<file path="config.mk">
export PLATFORM = sky130hd
export DESIGN_NAME = record_core
export DESIGN_NICKNAME = d
export VERILOG_FILES = /design/src/rtl/audio_pkg.sv /design/src/rtl/record_core.sv
export SDC_FILE = /design/constraint.sdc
export NUM_CORES = 1
export LEC_CHECK = 0
export CORE_MARGIN = 5
export CORE_UTILIZATION = 50
export DETAILED_ROUTE_END_ITERATION = 8
export GPL_TIMING_DRIVEN = 0
export PLACE_DENSITY = 0.78
export SYNTH_ARGS = -nofsm -noshare
export SYNTH_HDL_FRONTEND = slang
export SYNTH_SLANG_ARGS = --single-unit
</file>
<file path="constraint.sdc">
create_clock -name i_clk -period 10.85 [get_ports i_clk]
set_input_delay 3.255 -clock i_clk [delete_from_list [all_inputs] [get_ports i_clk]]
set_output_delay 3.255 -clock i_clk [all_outputs]
set_load 0.02 [all_outputs]
</file>
<file path="src/rtl/audio_pkg.sv">
// audio_pkg -- constants and types shared by the audio record and playback engines.
//   ADDR_W      : SDRAM word address width
//   DATA_W      : sample / SDRAM word width
//   HDR_OFS     : offset of the first data word from the slot base (the header sits at base)
//   MAX_LEN_DEF : default maximum sample count per recording
//   rec_state_t : record engine state encoding (also exported on the debug port)
package audio_pkg;

  localparam int ADDR_W = 23;
  localparam int DATA_W = 32;

  localparam logic [ADDR_W-1:0] HDR_OFS     = 23'd1;
  localparam logic [ADDR_W-1:0] MAX_LEN_DEF = 23'h7F_FFFE;

  typedef enum logic [1:0] {
    ST_IDLE         = 2'd0,
    ST_WAIT_SAMPLE  = 2'd1,
    ST_WRITE_DATA   = 2'd2,
    ST_WRITE_LENGTH = 2'd3
  } rec_state_t;

endpackage

</file>
<file path="src/rtl/record_core.sv">
// record_core -- audio capture engine. Accepts stereo samples over a valid/ready
// handshake, writes each to SDRAM at base+1, base+2, ... through a single-request
// write port, and on stop (or when MAX_LEN samples are captured) writes the sample
// count as a header word at the slot base so playback can find the slot length.
//
// Ports:
//   i_clk, i_rst        clock; asynchronous active-high reset
//   rec_start           start pulse (IDLE only); rec_select gives the slot base
//   rec_pause           pause capture (only with RECORD_PAUSE_EN defined)
//   rec_stop            end recording and commit the header
//   rec_done            one-cycle pulse after the header write completes
//   rec_length          sample count of the last committed recording
//   rec_write/rec_addr/rec_writedata  SDRAM write request, held until rec_sdram_finished
//   rec_sdram_finished  one-cycle completion pulse from the arbiter
//   rec_audio_valid/rec_audio_data/rec_audio_ready  audio-in handshake
//   debug               current state encoding
//
// Build option: define RECORD_PAUSE_EN to make rec_pause gate sample acceptance.
module record_core #(
  parameter int                     ADDR_W  = audio_pkg::ADDR_W,
  parameter int                     DATA_W  = audio_pkg::DATA_W,
  parameter logic [ADDR_W-1:0]      MAX_LEN = audio_pkg::MAX_LEN_DEF
) (
  input  logic              i_clk,
  input  logic              i_rst,
  input  logic              rec_start,
  input  logic [ADDR_W-1:0] rec_select,
  input  logic              rec_pause,
  input  logic              rec_stop,
  output logic              rec_done,
  output logic [ADDR_W-1:0] rec_length,
  output logic              rec_write,
  output logic [ADDR_W-1:0] rec_addr,
  output logic [DATA_W-1:0] rec_writedata,
  input  logic              rec_sdram_finished,
  input  logic              rec_audio_valid,
  input  logic [DATA_W-1:0] rec_audio_data,
  output logic              rec_audio_ready,
  output logic [1:0]        debug
);

  import audio_pkg::*;

  rec_state_t        state_reg, state_next;
  logic [ADDR_W-1:0] base_reg, base_next;
  logic [ADDR_W-1:0] addr_reg, addr_next;
  logic [ADDR_W-1:0] count_reg, count_next;
  logic [DATA_W-1:0] sample_reg, sample_next;
  logic              stop_pending_reg, stop_pending_next;
  logic [ADDR_W-1:0] length_reg, length_next;
  logic              done_reg, done_next;

  logic              pause_gate;
  logic              at_max;
  logic [ADDR_W-1:0] count_inc;

`ifdef RECORD_PAUSE_EN
  assign pause_gate = rec_pause;
`else
  logic unused_pause;
  assign pause_gate   = 1'b0;
  assign unused_pause = rec_pause;
`endif

  assign at_max    = (count_reg == MAX_LEN);
  assign count_inc = count_reg + 1'b1;

  // Ready drops combinationally on stop/limit so that a stop always beats a
  // simultaneous valid: the sample presented that cycle is never accepted.
  assign rec_audio_ready = (state_reg == ST_WAIT_SAMPLE) && !rec_stop && !at_max && !pause_gate;

  always_ff @(posedge i_clk or posedge i_rst) begin
    if (i_rst) begin
      state_reg        <= ST_IDLE;
      base_reg         <= '0;
      addr_reg         <= '0;
      count_reg        <= '0;
      sample_reg       <= '0;
      stop_pending_reg <= 1'b0;
      length_reg       <= '0;
      done_reg         <= 1'b0;
    end else begin
      state_reg        <= state_next;
      base_reg         <= base_next;
      addr_reg         <= addr_next;
      count_reg        <= count_next;
      sample_reg       <= sample_next;
      stop_pending_reg <= stop_pending_next;
      length_reg       <= length_next;
      done_reg         <= done_next;
    end
  end

  always_comb begin
    state_next        = state_reg;
    base_next         = base_reg;
    addr_next         = addr_reg;
    count_next        = count_reg;
    sample_next       = sample_reg;
    stop_pending_next = stop_pending_reg;
    length_next       = length_reg;
    done_next         = 1'b0;

    case (state_reg)
      ST_IDLE: begin
        // Start wins over a coincident stop; stop alone is ignored here.
        if (rec_start) begin
          base_next         = rec_select;
          addr_next         = rec_select + HDR_OFS;
          count_next        = '0;
          stop_pending_next = 1'b0;
          state_next        = ST_WAIT_SAMPLE;
        end
      end

      ST_WAIT_SAMPLE: begin
        if (rec_stop || at_max) begin
          state_next = ST_WRITE_LENGTH;
        end else if (rec_audio_valid && rec_audio_ready) begin
          sample_next = rec_audio_data;
          state_next  = ST_WRITE_DATA;
        end
      end

      ST_WRITE_DATA: begin
        // A stop here is remembered; the in-flight write always completes.
        if (rec_stop) begin
          stop_pending_next = 1'b1;
        end
        if (rec_sdram_finished) begin
          addr_next  = addr_reg + 1'b1;
          count_next = count_inc;
          if (stop_pending_reg || rec_stop || (count_inc == MAX_LEN)) begin
            state_next = ST_WRITE_LENGTH;
          end else begin
            state_next = ST_WAIT_SAMPLE;
          end
        end
      end

      ST_WRITE_LENGTH: begin
        if (rec_sdram_finished) begin
          length_next       = count_reg;
          done_next         = 1'b1;
          stop_pending_next = 1'b0;
          state_next        = ST_IDLE;
        end
      end

      default: state_next = ST_IDLE;
    endcase
  end

  // Request address/data are decoded from state so they are exactly stable for
  // the whole time a request is held, and are zero whenever no request is up.
  always_comb begin
    rec_write     = 1'b0;
    rec_addr      = '0;
    rec_writedata = '0;
    case (state_reg)
      ST_WRITE_DATA: begin
        rec_write     = 1'b1;
        rec_addr      = addr_reg;
        rec_writedata = sample_reg;
      end
      ST_WRITE_LENGTH: begin
        rec_write     = 1'b1;
        rec_addr      = base_reg;
        rec_writedata = DATA_W'(count_reg);
      end
      default: begin
        rec_write     = 1'b0;
        rec_addr      = '0;
        rec_writedata = '0;
      end
    endcase
  end

  assign rec_done   = done_reg;
  assign rec_length = length_reg;
  assign debug      = state_reg;

endmodule

</file>
==> After elaboration in Yosys (flattened, before gate mapping) <==
Index checks and enable logic that the tools add are counted.
{ "op_classes": {"n_eq_ne": 10, "add_sub_neg": 3, "reduce_logical": 18, "bitwise": 1, "mux": 22} }
{ "op_table": {"columns": ["op", "n"], "rows": [
  ["23-bit case mux with 2 select lines", 3],
  ["23-bit 2-to-1 mux", 4],
  ["23-bit by 1-bit adder with 23-bit output, second input constant", 3],
  ["32-bit case mux with 2 select lines", 1],
  ["23-bit equality test, second input constant", 2],
  ["2-bit 2-to-1 mux", 6],
  ["2-bit inequality test, second input constant", 4],
  ["2-bit case mux with 4 select lines", 1],
  ["4-bit AND reduction", 2],
  ["1-bit 2-to-1 mux", 6],
  ["3-bit AND reduction", 2],
  ["2-bit equality test, second input constant", 2],
  ["2-bit AND reduction", 2],
  ["1-bit logical AND", 3],
  ["1-bit logical OR", 3],
  ["3-bit by 1-bit inequality test with 1-bit output, second input constant", 1],
  ["1-bit case mux with 3 select lines", 1],
  ["3-bit nonzero test", 1],
  ["2-bit by 1-bit equality test with 1-bit output, second input constant", 1],
  ["1-bit zero test", 2],
  ["2-bit zero test", 1],
  ["2-bit nonzero test", 1],
  ["2-bit OR reduction", 1],
  ["1-bit inverter", 1]
]} }
{ "word_totals": {"reg_bits": 128, "in_bits": 62, "wordCells": 62, "output_inout_bits": 83} }

==> Depth between registers and ports, before layout <==
Gate-level depths: netlist (run 1).
{ "depth": {"ltp_word": 7, "mapped_depth": 14, "depth_no_buf": 10} }

==> Least setup slack after synthesis (run 1) <==
No wires, ideal clock.
{ "synth_path": {"path_kind": "input to output", "from": "input rec_stop", "to": "output rec_audio_ready", "stages": 2, "n_path_buf": 0, "required_ns": 7.595, "arrival_ns": 3.793, "setup_slack_ns": 3.802, "cell_sequence": "a41oi_1 -> and2_1"} }
{ "synth_between": {"elab_chain_cells": 3} }
{ "synth_rtl": {"columns": ["item", "line", "rtl"], "rows": [
  ["from (decl)", "record_core.sv:29", "input logic rec_stop,"],
  ["1-bit zero test", "record_core.sv:70", "assign rec_audio_ready = (state_reg == ST_WAIT_SAMPLE) && !rec_stop && !at_max && !pause_gate;"],
  ["1-bit logical AND (2 in a row)", "record_core.sv:70", null],
  ["to (decl)", "record_core.sv:38", "output logic rec_audio_ready,"]
]} }
Every way passes these cells.

==> Final worst setup path (run 1) <==
Same ends and word-level chain as after synthesis.

==> results of run 1 <==
-- cells in the final DEF, fill, tap and decap left out, types with 3 or more instances in the layout --
cell,count
a211oi_1,3
ha_1,9
nor2b_1,7
dfrtp_1,128
o21ai_0,38
clkbuf_1,44
mux2_1,7
o31ai_1,13
xor2_1,4
buf_2,12
a21boi_0,3
a21oi_1,24
clkbuf_16,17
nand2_1,76
or3_1,5
inv_1,16
nand3b_1,12
clkinv_2,5
a22o_1,45
and4_1,6
and2_1,14
nand2b_1,3
nand4_1,12
clkdlybuf4s50_1,143
a31oi_1,5
a311oi_1,3
nor2_1,19
or4_1,3
a21o_1,10
buf_1,4
mux2_2,70
mux2i_1,17
nor3_1,5
nand3_1,27
and3_1,6
o22ai_1,12
or2_2,3
xnor2_1,13
-- area by class of cell --
type / instances / area [um^2]
Buffer: 55 / 221
Clock buffer: 24 / 472
Clock inverter: 7 / 85.1
Fill cell: 1084 / 4550
Inverter: 17 / 68.8
Multi-Input combinational cell: 513 / 3710
Sequential cell: 128 / 3200
Tap cell: 180 / 225
Timing Repair Buffer: 144 / 1460
-- per-layer routing --
layer	up-vias	share of wire, %
li1	2970	-
met1	3266	40
met2	297	50
met3	53	7.3
met4	0	3.1
met5	-	0
-- worst max-delay path: cells and delay by family --
| kind | cells | cell delay (ns) |
|---|---|---|
| compound gates | 1 | 0.44 |
| buf+inv | 2 | 1.12 |
| simple gates | 1 | 0.20 |
-- per-stage QoR --
stage               setup slack, ns  cell area (um^2)
global route                   2.51              9440
detailed placement             2.60              8880
floorplan                      3.80              7190
CTS                            2.61              9440
finish                         2.58              9440
global placement               2.40              8850
-- power by group through the flow --
stage / Sequential, mW / Combinational, mW / Clock [mW]
3_3_place_gp: 0.762 / 1.21 / 0
3_5_place_dp: 0.776 / 1.24 / 0
4_1_cts: 0.769 / 1.25 / 0.555
6_report: 0.773 / 1.26 / 0.549
2_1_floorplan: 0.748 / 0.776 / 0
5_1_grt: 0.793 / 1.34 / 0.577
-- cells by family (layout without fill, tap and decap cells) --
kind of cell | Yosys count | after routing | synth area share [%]
simple gates | 207 | 207 | 15.0
compound gates | 186 | 186 | 18.5
flops | 128 | 128 | 44.5
mux | 94 | 94 | 14.4
buf+inv | 72 | 247 | 3.97
xor+xnor | 17 | 17 | 2.07
fa+ha+maj | 9 | 9 | 1.57
-- final timing paths --
path	startpoint	end	slack [ns]	cells after the start
setup reg to reg	debug[0]	addr_reg[20]	5.89	14
max in group asynchronous	i_rst	base_reg[16]	6.88	3
min in group asynchronous	i_rst	base_reg[1]	3.18	2
hold / removal	sample_reg[27]	sample_reg[27]	0.48	1
hold reg to reg	sample_reg[27]	sample_reg[27]	0.48	1
setup / recovery	rec_stop	rec_audio_ready	2.58	4
==> results.ini, run 1 <==
[outcome]
status=finished clean

[grt]
met1_usage_pct=34.4
antenna_found_initial=0
overflow=0
grtUsageTotal_pct=27.0
grt-busiest-layer=met2
grt_pass1_wl_um=35300
grt_pass1_vias=6665
use_met3_pct=5.12
grt_max_degree=99
use_met2_pct=45.3

[sta]
timing.hold.ws_ns=0.485
setup_viol=0
worstMarginPinSlew_ns=1.09
period_minus_slack_ns=8.27
rsz0062_at_grt=no
min_period_over_period_pct=76.2
slew_viol_final=0
clock-skew-final_ns=0.0114
hold_violations=0
fin_tns_setup_ns=0
max_freq_mhz=121
slew_headroom_pct=27.0

[route]
vias_per_cell=6.17
drt_iter0_markers=777
drc_errors=0
totalWireLength_um=22300
vias=6586
drtAntennaViolNets=0
firstDrtPassIters=6
wl_per_cell_um=20.8

[floorplanning]
chipWidth_um=130
die_h_um=130
ios=145
core_area_mm2=0.0140
dieArea_mm2=0.0169
rows=43
start_util_pct=51.4

[clock_network]
cts_resized=0
ctsLongestPathBuffers=2
cts_max_level=4
cts_hold_buf=0
clkTransAtPathRegs_ns=0.05
postCtsSetupBuffers=0
clk_root_buffer_cell=clkbuf_16
cts_tree=done
clock-sinks=128
cts_inserted_buffers=17
clk_latency_ns=0.42

[setup_path]
slowest_stage=clkdlybuf4s50_1
critPathRequiredTime_ns=7.60
max_stage_delay_ns=0.62
crit_type=input port to output port
end_kind=output port
crit_chain=clkdlybuf4s50_1 -> a41oi_1 -> and2_1 -> clkdlybuf4s50_1
crit_arrival_ns=5.01
cp_common_cell=clkdlybuf4s50_1
cp-start-kind=input port
worstPathMaxFanout=5

[logic_synthesis]
synth_fp_nets=784
synth-async-reset-ratio_pct=100
synth_cell_types=65
yosysMostFrequentCell=dfrtp_1
yosysWarningCount=0
syn_area_mm2=0.00719
synth_edf_count=0
yosys.area.top_type_share_pct=44.5
syn_inst=713
ys_ff_latch=128
seq_area_frac_synth_pct=44.5
ys.flop_type=dfrtp_1
ys_top_cells_by_area=dfrtp_1 (45%), mux2_2 (11%), a22o_1 (5.5%)
avgSynthCellArea_um2=10.1
synth_common_cells=dfrtp_1 (128), nand2_1 (76), mux2_2 (70)
yosysTopAreaCell=dfrtp_1

[cells_and_area]
syn_to_final_growth_pct=31.2
drive_gt1_share_pct=13.3
fin_util_pct=67.5
nets=947
layoutNonFillerInstCount=1068
diodes=0
largest_reg_flops=32

[place]
place_hpwl_um=16200
dpl.cell_count=1037
gp_congestion=0.940
io_buffers=143

[min_path]
hp-class=register to register

[power_and_ir_drop]
swShare_pct=40.4
p_comb_share_pct=48.8
ir_drop_mv=0.176
seq_power_share_pct=30.0
p_per_area_mw_per_mm2=273
leakage_nw=3.95
p_switching_mw=1.04
total_power_mw=2.58
power.share.clock_pct=21.3
internal_power_mw=1.54

[run]
max-cap-violations=0

Note: power is estimated with default switching activity, not from simulation.
==> run 2, diff against run 1 <==
- clock period: 10.85 -> 7.8 ns (I/O delays scaled with it)
==> results of run 2 <==
Same layout as run 1 (identical final DEF). Status: finished clean.
Main changes from that run: setup slack after placement 2.60 ns -> 1.38 ns; setup slack after layout 2.58 ns -> 1.26 ns; start point of the critical path rec_stop -> debug[0]; end point of the critical path rec_audio_ready -> rec_addr[8]; register-to-register setup slack 5.89 ns -> 2.84 ns; total power 2.58 mW -> 3.59 mW; worst IR drop on VDD 0.176 mV -> 0.244 mV
==> run 3, diff against run 2 <==
- clock period: 7.8 -> 6.6 ns (I/O delays scaled with it)
==> results of run 3 <==
Same layout as run 1 (identical final DEF). Status: finished clean.
Main changes from that run: setup slack after placement 2.60 ns -> 0.900 ns; setup slack after layout 2.58 ns -> 0.419 ns; start point of the critical path rec_stop -> debug[0]; end point of the critical path rec_audio_ready -> rec_addr[8]; register-to-register setup slack 5.89 ns -> 1.64 ns; total power 2.58 mW -> 4.24 mW; worst IR drop on VDD 0.176 mV -> 0.289 mV
